`src/rtl/vga_binary_renderer_if.sv`:
```
// Pixel-stream bundle between the display controller side and the binary renderer.
// The renderer consumes position/visibility plus operands and returns the pixel colour.
interface vga_binary_renderer_if #(
    parameter int N_CH  = 3,
    parameter int WIDTH = 16
);
    logic                    bright;
    logic [9:0]              hCount;
    logic [9:0]              vCount;
    logic [N_CH*WIDTH-1:0]   data;
    logic [2:0]              sel;
    logic                    sel_en;
    logic [11:0]             rgb;

    modport master (
        output bright, hCount, vCount, data, sel, sel_en,
        input  rgb
    );

    modport slave (
        input  bright, hCount, vCount, data, sel, sel_en,
        output rgb
    );
endinterface

```
`src/rtl/vga_binary_renderer.sv`:
```
// Draws N_CH operand rows as 10x10 binary glyphs, MSB leftmost, with per-frame
// operand snapshot, optional blinking highlight, and a fixed 2-cycle pixel pipeline.
module vga_binary_renderer #(
    parameter int          N_CH         = 3,
    parameter int          WIDTH        = 16,
    parameter int          H_START      = 200,
    parameter int          V_START      = 100,
    parameter int          V_PITCH      = 50,
    parameter logic [11:0] FG           = 12'h000,
    parameter logic [11:0] BG           = 12'hFFF,
    parameter logic [11:0] HL           = 12'hF00,
    parameter int          BLINK_FRAMES = 30
) (
    input logic                 clk,
    input logic                 rst,
    vga_binary_renderer_if.slave bus
);
    localparam int CW = (BLINK_FRAMES > 1) ? $clog2(BLINK_FRAMES) : 1;

    logic [N_CH*WIDTH-1:0] shadow;
    logic [CW-1:0]         frame_cnt;
    logic                  phase;
    logic                  boundary;

    int                    h_int;
    int                    v_int;
    int                    h_rel;
    int                    v_rel;
    logic                  in_cols;
    logic [9:0]            cell_shift;
    logic [WIDTH-1:0]      word;
    logic                  hit;
    logic                  bit_val;
    logic [3:0]            col;
    logic [3:0]            row;
    logic                  hl;

    logic                  s1_bright;
    logic                  s1_hit;
    logic                  s1_bit;
    logic [3:0]            s1_col;
    logic [3:0]            s1_row;
    logic                  s1_hl;

    assign boundary = (bus.hCount == 10'd0) && (bus.vCount == 10'd0);

    always_ff @(posedge clk) begin
        if (rst) begin
            shadow    <= '0;
            frame_cnt <= '0;
            phase     <= 1'b0;
        end else if (boundary) begin
            shadow <= bus.data;
            if (frame_cnt == CW'(BLINK_FRAMES - 1)) begin
                frame_cnt <= '0;
                phase     <= ~phase;
            end else begin
                frame_cnt <= frame_cnt + 1'b1;
            end
        end
    end

    // Regions never overlap because V_PITCH >= 10, so at most one channel hits.
    always_comb begin
        h_int      = int'(bus.hCount);
        v_int      = int'(bus.vCount);
        h_rel      = h_int - H_START;
        in_cols    = (h_rel >= 0) && (h_rel < 10 * WIDTH);
        cell_shift = 10'(h_rel / 10);
        v_rel      = 0;
        word       = '0;
        hit        = 1'b0;
        bit_val    = 1'b0;
        col        = 4'(h_rel % 10);
        row        = 4'd0;
        hl         = 1'b0;
        for (int k = 0; k < N_CH; k++) begin
            v_rel = v_int - (V_START + k * V_PITCH);
            if (in_cols && (v_rel >= 0) && (v_rel < 10)) begin
                hit     = 1'b1;
                row     = 4'(v_rel);
                word    = shadow[k*WIDTH +: WIDTH] << cell_shift;
                bit_val = word[WIDTH-1];
                hl      = bus.sel_en && (bus.sel == 3'(k)) && phase;
            end
        end
    end

    function automatic logic glyph_lit(input logic b, input logic [3:0] c, input logic [3:0] r);
        if (r < 4'd1 || r > 4'd8 || c < 4'd1 || c > 4'd8) return 1'b0;
        if (b) return (c == 4'd4) || (c == 4'd5);
        if (r <= 4'd2 || r >= 4'd7) return (c >= 4'd3) && (c <= 4'd6);
        return (c <= 4'd2) || (c >= 4'd7);
    endfunction

    always_ff @(posedge clk) begin
        if (rst) begin
            s1_bright <= 1'b0;
            s1_hit    <= 1'b0;
            s1_bit    <= 1'b0;
            s1_col    <= 4'd0;
            s1_row    <= 4'd0;
            s1_hl     <= 1'b0;
            bus.rgb   <= 12'h000;
        end else begin
            s1_bright <= bus.bright;
            s1_hit    <= hit;
            s1_bit    <= bit_val;
            s1_col    <= col;
            s1_row    <= row;
            s1_hl     <= hl;
            if (!s1_bright)
                bus.rgb <= 12'h000;
            else if (s1_hit && glyph_lit(s1_bit, s1_col, s1_row))
                bus.rgb <= s1_hl ? HL : FG;
            else
                bus.rgb <= BG;
        end
    end
endmodule

```
`src/flat_wrapper.sv`:
```
// flat-port wrapper written by rule: the top's interface ports become plain ports
module vga_binary_renderer_flat 
#(
    parameter int          N_CH         = 3,
    parameter int          WIDTH        = 16,
    parameter int          H_START      = 200,
    parameter int          V_START      = 100,
    parameter int          V_PITCH      = 50,
    parameter logic [11:0] FG           = 12'h000,
    parameter logic [11:0] BG           = 12'hFFF,
    parameter logic [11:0] HL           = 12'hF00,
    parameter int          BLINK_FRAMES = 30
)
  (clk, rst, bus_bright, bus_hCount, bus_vCount, bus_data, bus_sel, bus_sel_en, bus_rgb);
  vga_binary_renderer_if #(.N_CH(N_CH), .WIDTH(WIDTH)) bus_i ();
  input logic clk;
  input logic rst;
  input wire logic [$bits(bus_i.bright)-1:0] bus_bright;
  input wire logic [$bits(bus_i.hCount)-1:0] bus_hCount;
  input wire logic [$bits(bus_i.vCount)-1:0] bus_vCount;
  input wire logic [$bits(bus_i.data)-1:0] bus_data;
  input wire logic [$bits(bus_i.sel)-1:0] bus_sel;
  input wire logic [$bits(bus_i.sel_en)-1:0] bus_sel_en;
  output wire logic [$bits(bus_i.rgb)-1:0] bus_rgb;
  assign bus_i.bright = bus_bright;
  assign bus_i.hCount = bus_hCount;
  assign bus_i.vCount = bus_vCount;
  assign bus_i.data = bus_data;
  assign bus_i.sel = bus_sel;
  assign bus_i.sel_en = bus_sel_en;
  assign bus_rgb = bus_i.rgb;
  vga_binary_renderer #(.N_CH(N_CH), .WIDTH(WIDTH), .H_START(H_START), .V_START(V_START), .V_PITCH(V_PITCH), .FG(FG), .BG(BG), .HL(HL), .BLINK_FRAMES(BLINK_FRAMES)) u_core (.clk(clk), .rst(rst), .bus(bus_i));
endmodule
```
`config.mk`:
```
export PLATFORM = sky130hd
export DESIGN_NAME = vga_binary_renderer_flat
export DESIGN_NICKNAME = d
export VERILOG_FILES = /design/src/rtl/vga_binary_renderer_if.sv /design/src/rtl/vga_binary_renderer.sv /design/src/flat_wrapper.sv
export SDC_FILE = /design/constraint.sdc
export NUM_CORES = 1
export LEC_CHECK = 0
export BUFFER_PORTS_ARGS = -buffer_cell sky130_fd_sc_hd__buf_2
export CAP_MARGIN = 25
export CORE_ASPECT_RATIO = 1.2
export CORE_MARGIN = 2
export CORE_UTILIZATION = 45
export DETAILED_ROUTE_END_ITERATION = 10
export GPL_TIMING_DRIVEN = 0
export HOLD_SLACK_MARGIN = 0.1
export PLACE_DENSITY_LB_ADDON = 0.3
export SLEW_MARGIN = 20
export SYNTH_ARGS = -nofsm -noshare
export SYNTH_HDL_FRONTEND = slang
export SYNTH_SLANG_ARGS = --single-unit
```
`constraint.sdc`:
```
create_clock -name clk -period 6.76 [get_ports clk]
set_input_delay 0.338 -clock clk [delete_from_list [all_inputs] [get_ports clk]]
set_output_delay 0.338 -clock clk [all_outputs]
set_load 0.02 [all_outputs]
```
==> results.yml <==
die:
  ios: 87
  core_area_um2: 10900
  rows: 42
  start_util: 0.459
  die_h_um: 120
  die-width_um: 100
  fp.dieArea_um2: 12000
route:
  wl_um: 13100
  drc_errors: 0
  wl_met2_um: 6650
  m1WireLength_um: 5730
  drtIter0Drc: 216
  final_antenna_net_count: 0
  via_per_inst: 5.58
  topRoutingLayerUsed: "met4"
  wl_per_cell_um: 14.7
  first_pass_iters: 5
  dr_wl_met3_um: 597
  via_count: 5004
cells_and_area:
  drive_gt1_frac: 0.236
  final_common_cell: "nand2_1"
  stdcell_area_um2: 6040
  stdcell_count: 896
  final_cell_mix: "nand2_1 (133), buf_2 (88), dfxtp_1 (68)"
  final_util: 0.553
  nNetsFinal: 854
  antennaDiodeCount: 0
  syn_to_final_growth_pct: 20.3
synthesis:
  synth_edf_count: 0
  synth.area.top_cells: "dfxtp_1 (27%), nand2_1 (9.9%), a21oi_1 (6.8%), mux2i_1 (5.2%), ha_1 (5.0%)"
  syn_area_um2: 5020
  ys.flop_type: "dfxtp_1"
  yosysTopAreaCell: "dfxtp_1"
  ys_seq_area_frac: 0.271
  synth.distinct_cells: 81
  async_flop_share: 0
  ys_ff_latch: 68
  synth.top_cell.area_share: 0.271
  syn_avg_cell_area_um2: 7.66
  syn_inst: 655
  ys_warn_count: 0
  synth_fp_nets: 750
worst_setup_path:
  cpPeakStageDelay_ns: 0.36
  cp-startpoint: "bus_hCount[3]"
  crit_type: "in2reg"
  arrival_ns: 6.64
  worstReg2RegStart: "u_core.s1_col[1]"
  crit_path_end_kind: "register"
  cp_common_cell: "ha_1"
  startpoint_type: "primary input"
  worst-path-max-fanout: 10
  critical_path_required_ns: 6.96
  slowest_stage: "o32a_1"
  rr_worst_depth: 7
global_routing:
  grt_pass1_wl_um: 21700
  antenna_found_initial: 0
  grt_overflow: 0
  grt_pass1_vias: 4688
  grt_max_degree: 14
  grtUsageTotal: 0.218
placed_design:
  gp_congestion: 0.889
  place_ws_ns: -0.891
  dp_hpwl_um: 10000
  io_buffer_count: 84
  placed_area_um2: 5610
  dp.cells: 871
min_path:
  whs_path_depth: 2
  min_from: "bus_bright"
  holdCritPathClass: "in2reg"
timing:
  fin_setup_tns_ns: 0
  finClkSkew_ns: 0.00424
  finalCritPeriodShare: 0.952
  period_minus_slack_ns: 6.44
  maxSlewHeadroom: 0.468
  finalHoldWorstSlack_ns: 0.222
  finalSetupViolCount: 0
  finalHoldViolCount: 0
  fmax_ghz: 0.155
  layout_setup_ws_ns: 0.323
  tightest_slew_ns: 0.794
  slew_viol_final: 0
outcome:
  status: "complete, no violations"
run:
  max_cap_violations: 0
power:
  power_density_nw_per_um2: 247
  power_leakage_nw: 2.46
  power_mw: 1.49
  peakVddDrop_mv: 0.224
clocking:
  cts_root_buf: "clkbuf_16"
  clk_pin_slew_ns: 0.06
  cts_sinks: 68
  htree_levels: 3
  cts_tree: "done"
  cts_buffer_depth: 2
  cts_made_buffers: 9
  holdBufCountCts: 0
  insertion_delay_ns: 0.33
==> cells by family (layout without fill, tap and decap cells) <==
| family | Yosys count | count (layout) | synth area share |
|---|---|---|---|
| AND/OR/NAND/NOR | 268 | 268 | 0.242 |
| AO/OA/AOI/OAI | 163 | 163 | 0.220 |
| adder cells (fa/ha/maj) | 21 | 21 | 0.0521 |
| XOR/XNOR | 30 | 30 | 0.0656 |
| multiplexers | 38 | 38 | 0.0837 |
| flip-flops | 68 | 68 | 0.271 |
| buffers and inverters | 67 | 176 | 0.0658 |
==> final timing paths <==
kind                             end  slack (ns)
setup reg to reg  u_core.bus.rgb[10]        5.28
hold reg to reg     u_core.shadow[6]        0.45
setup / recovery       u_core.s1_bit        0.32
hold / removal      u_core.s1_bright        0.22
==> synthesized netlist by cell type (6+ instances only) <==
master / number
inv_1: 22
or3_1: 9
clkbuf_1: 22
mux2_2: 9
buf_4: 13
buf_2: 6
a31oi_1: 9
nand2_1: 133
xnor2_1: 13
nor3_1: 17
a21oi_1: 68
o211ai_1: 7
nand3_1: 12
dfxtp_1: 68
nor2_1: 55
xor2_1: 12
o21ai_0: 19
ha_1: 20
mux2i_1: 26
==> area by class of cell <==
type,instances,area [um2]
Fill cell,1055,4890
Multi-Input combinational cell,520,3400
Sequential cell,68,1360
Timing Repair Buffer,93,488
Buffer,44,249
Clock buffer,10,239
Tap cell,132,165
Inverter,23,86.3
Clock inverter,6,46.3
==> sequential cells by signal, indices dropped and copies added, names as in the netlist <==
name,count
u_core.s1_hl,1
u_core.s1_hit,1
u_core.shadow,48
u_core.s1_bright,1
u_core.s1_bit,1
u_core.phase,1
u_core.frame_cnt,5
u_core.s1_col,4
u_core.bus.rgb,2
u_core.s1_row,4
==> timing repair <==
item                                    4_1_cts  5_1_grt
pin swaps                                     1        2
endpoints found under the setup margin        1        1
buffers inserted                              3        6
gates resized for setup                       5       13
==> routing by layer <==
metal,vias to the layer above,track usage
met5,-,0
met4,0,0.0591
met3,11,0.0233
met2,143,0.377
met1,2337,0.286
li1,2513,-
==> report_power, final <==
group	total, mW	switching, mW	internal, mW
logic	0.636	0.343	0.292
registers	0.418	0.00722	0.411
clock network	0.437	0.177	0.260
total	1.49	0.527	0.963
==> critical path, delay by kind of cell <==
kind / cells / cell delay (ns)
AOI/OAI and AO/OA: 13 / 2.72
buffers and inverters: 7 / 1.21
adders and majority gates: 4 / 0.90
and+or+nand+nor: 4 / 0.66
muxes: 2 / 0.50
xor gates and xnor gates: 2 / 0.28
(Power assumes the default switching activity.)
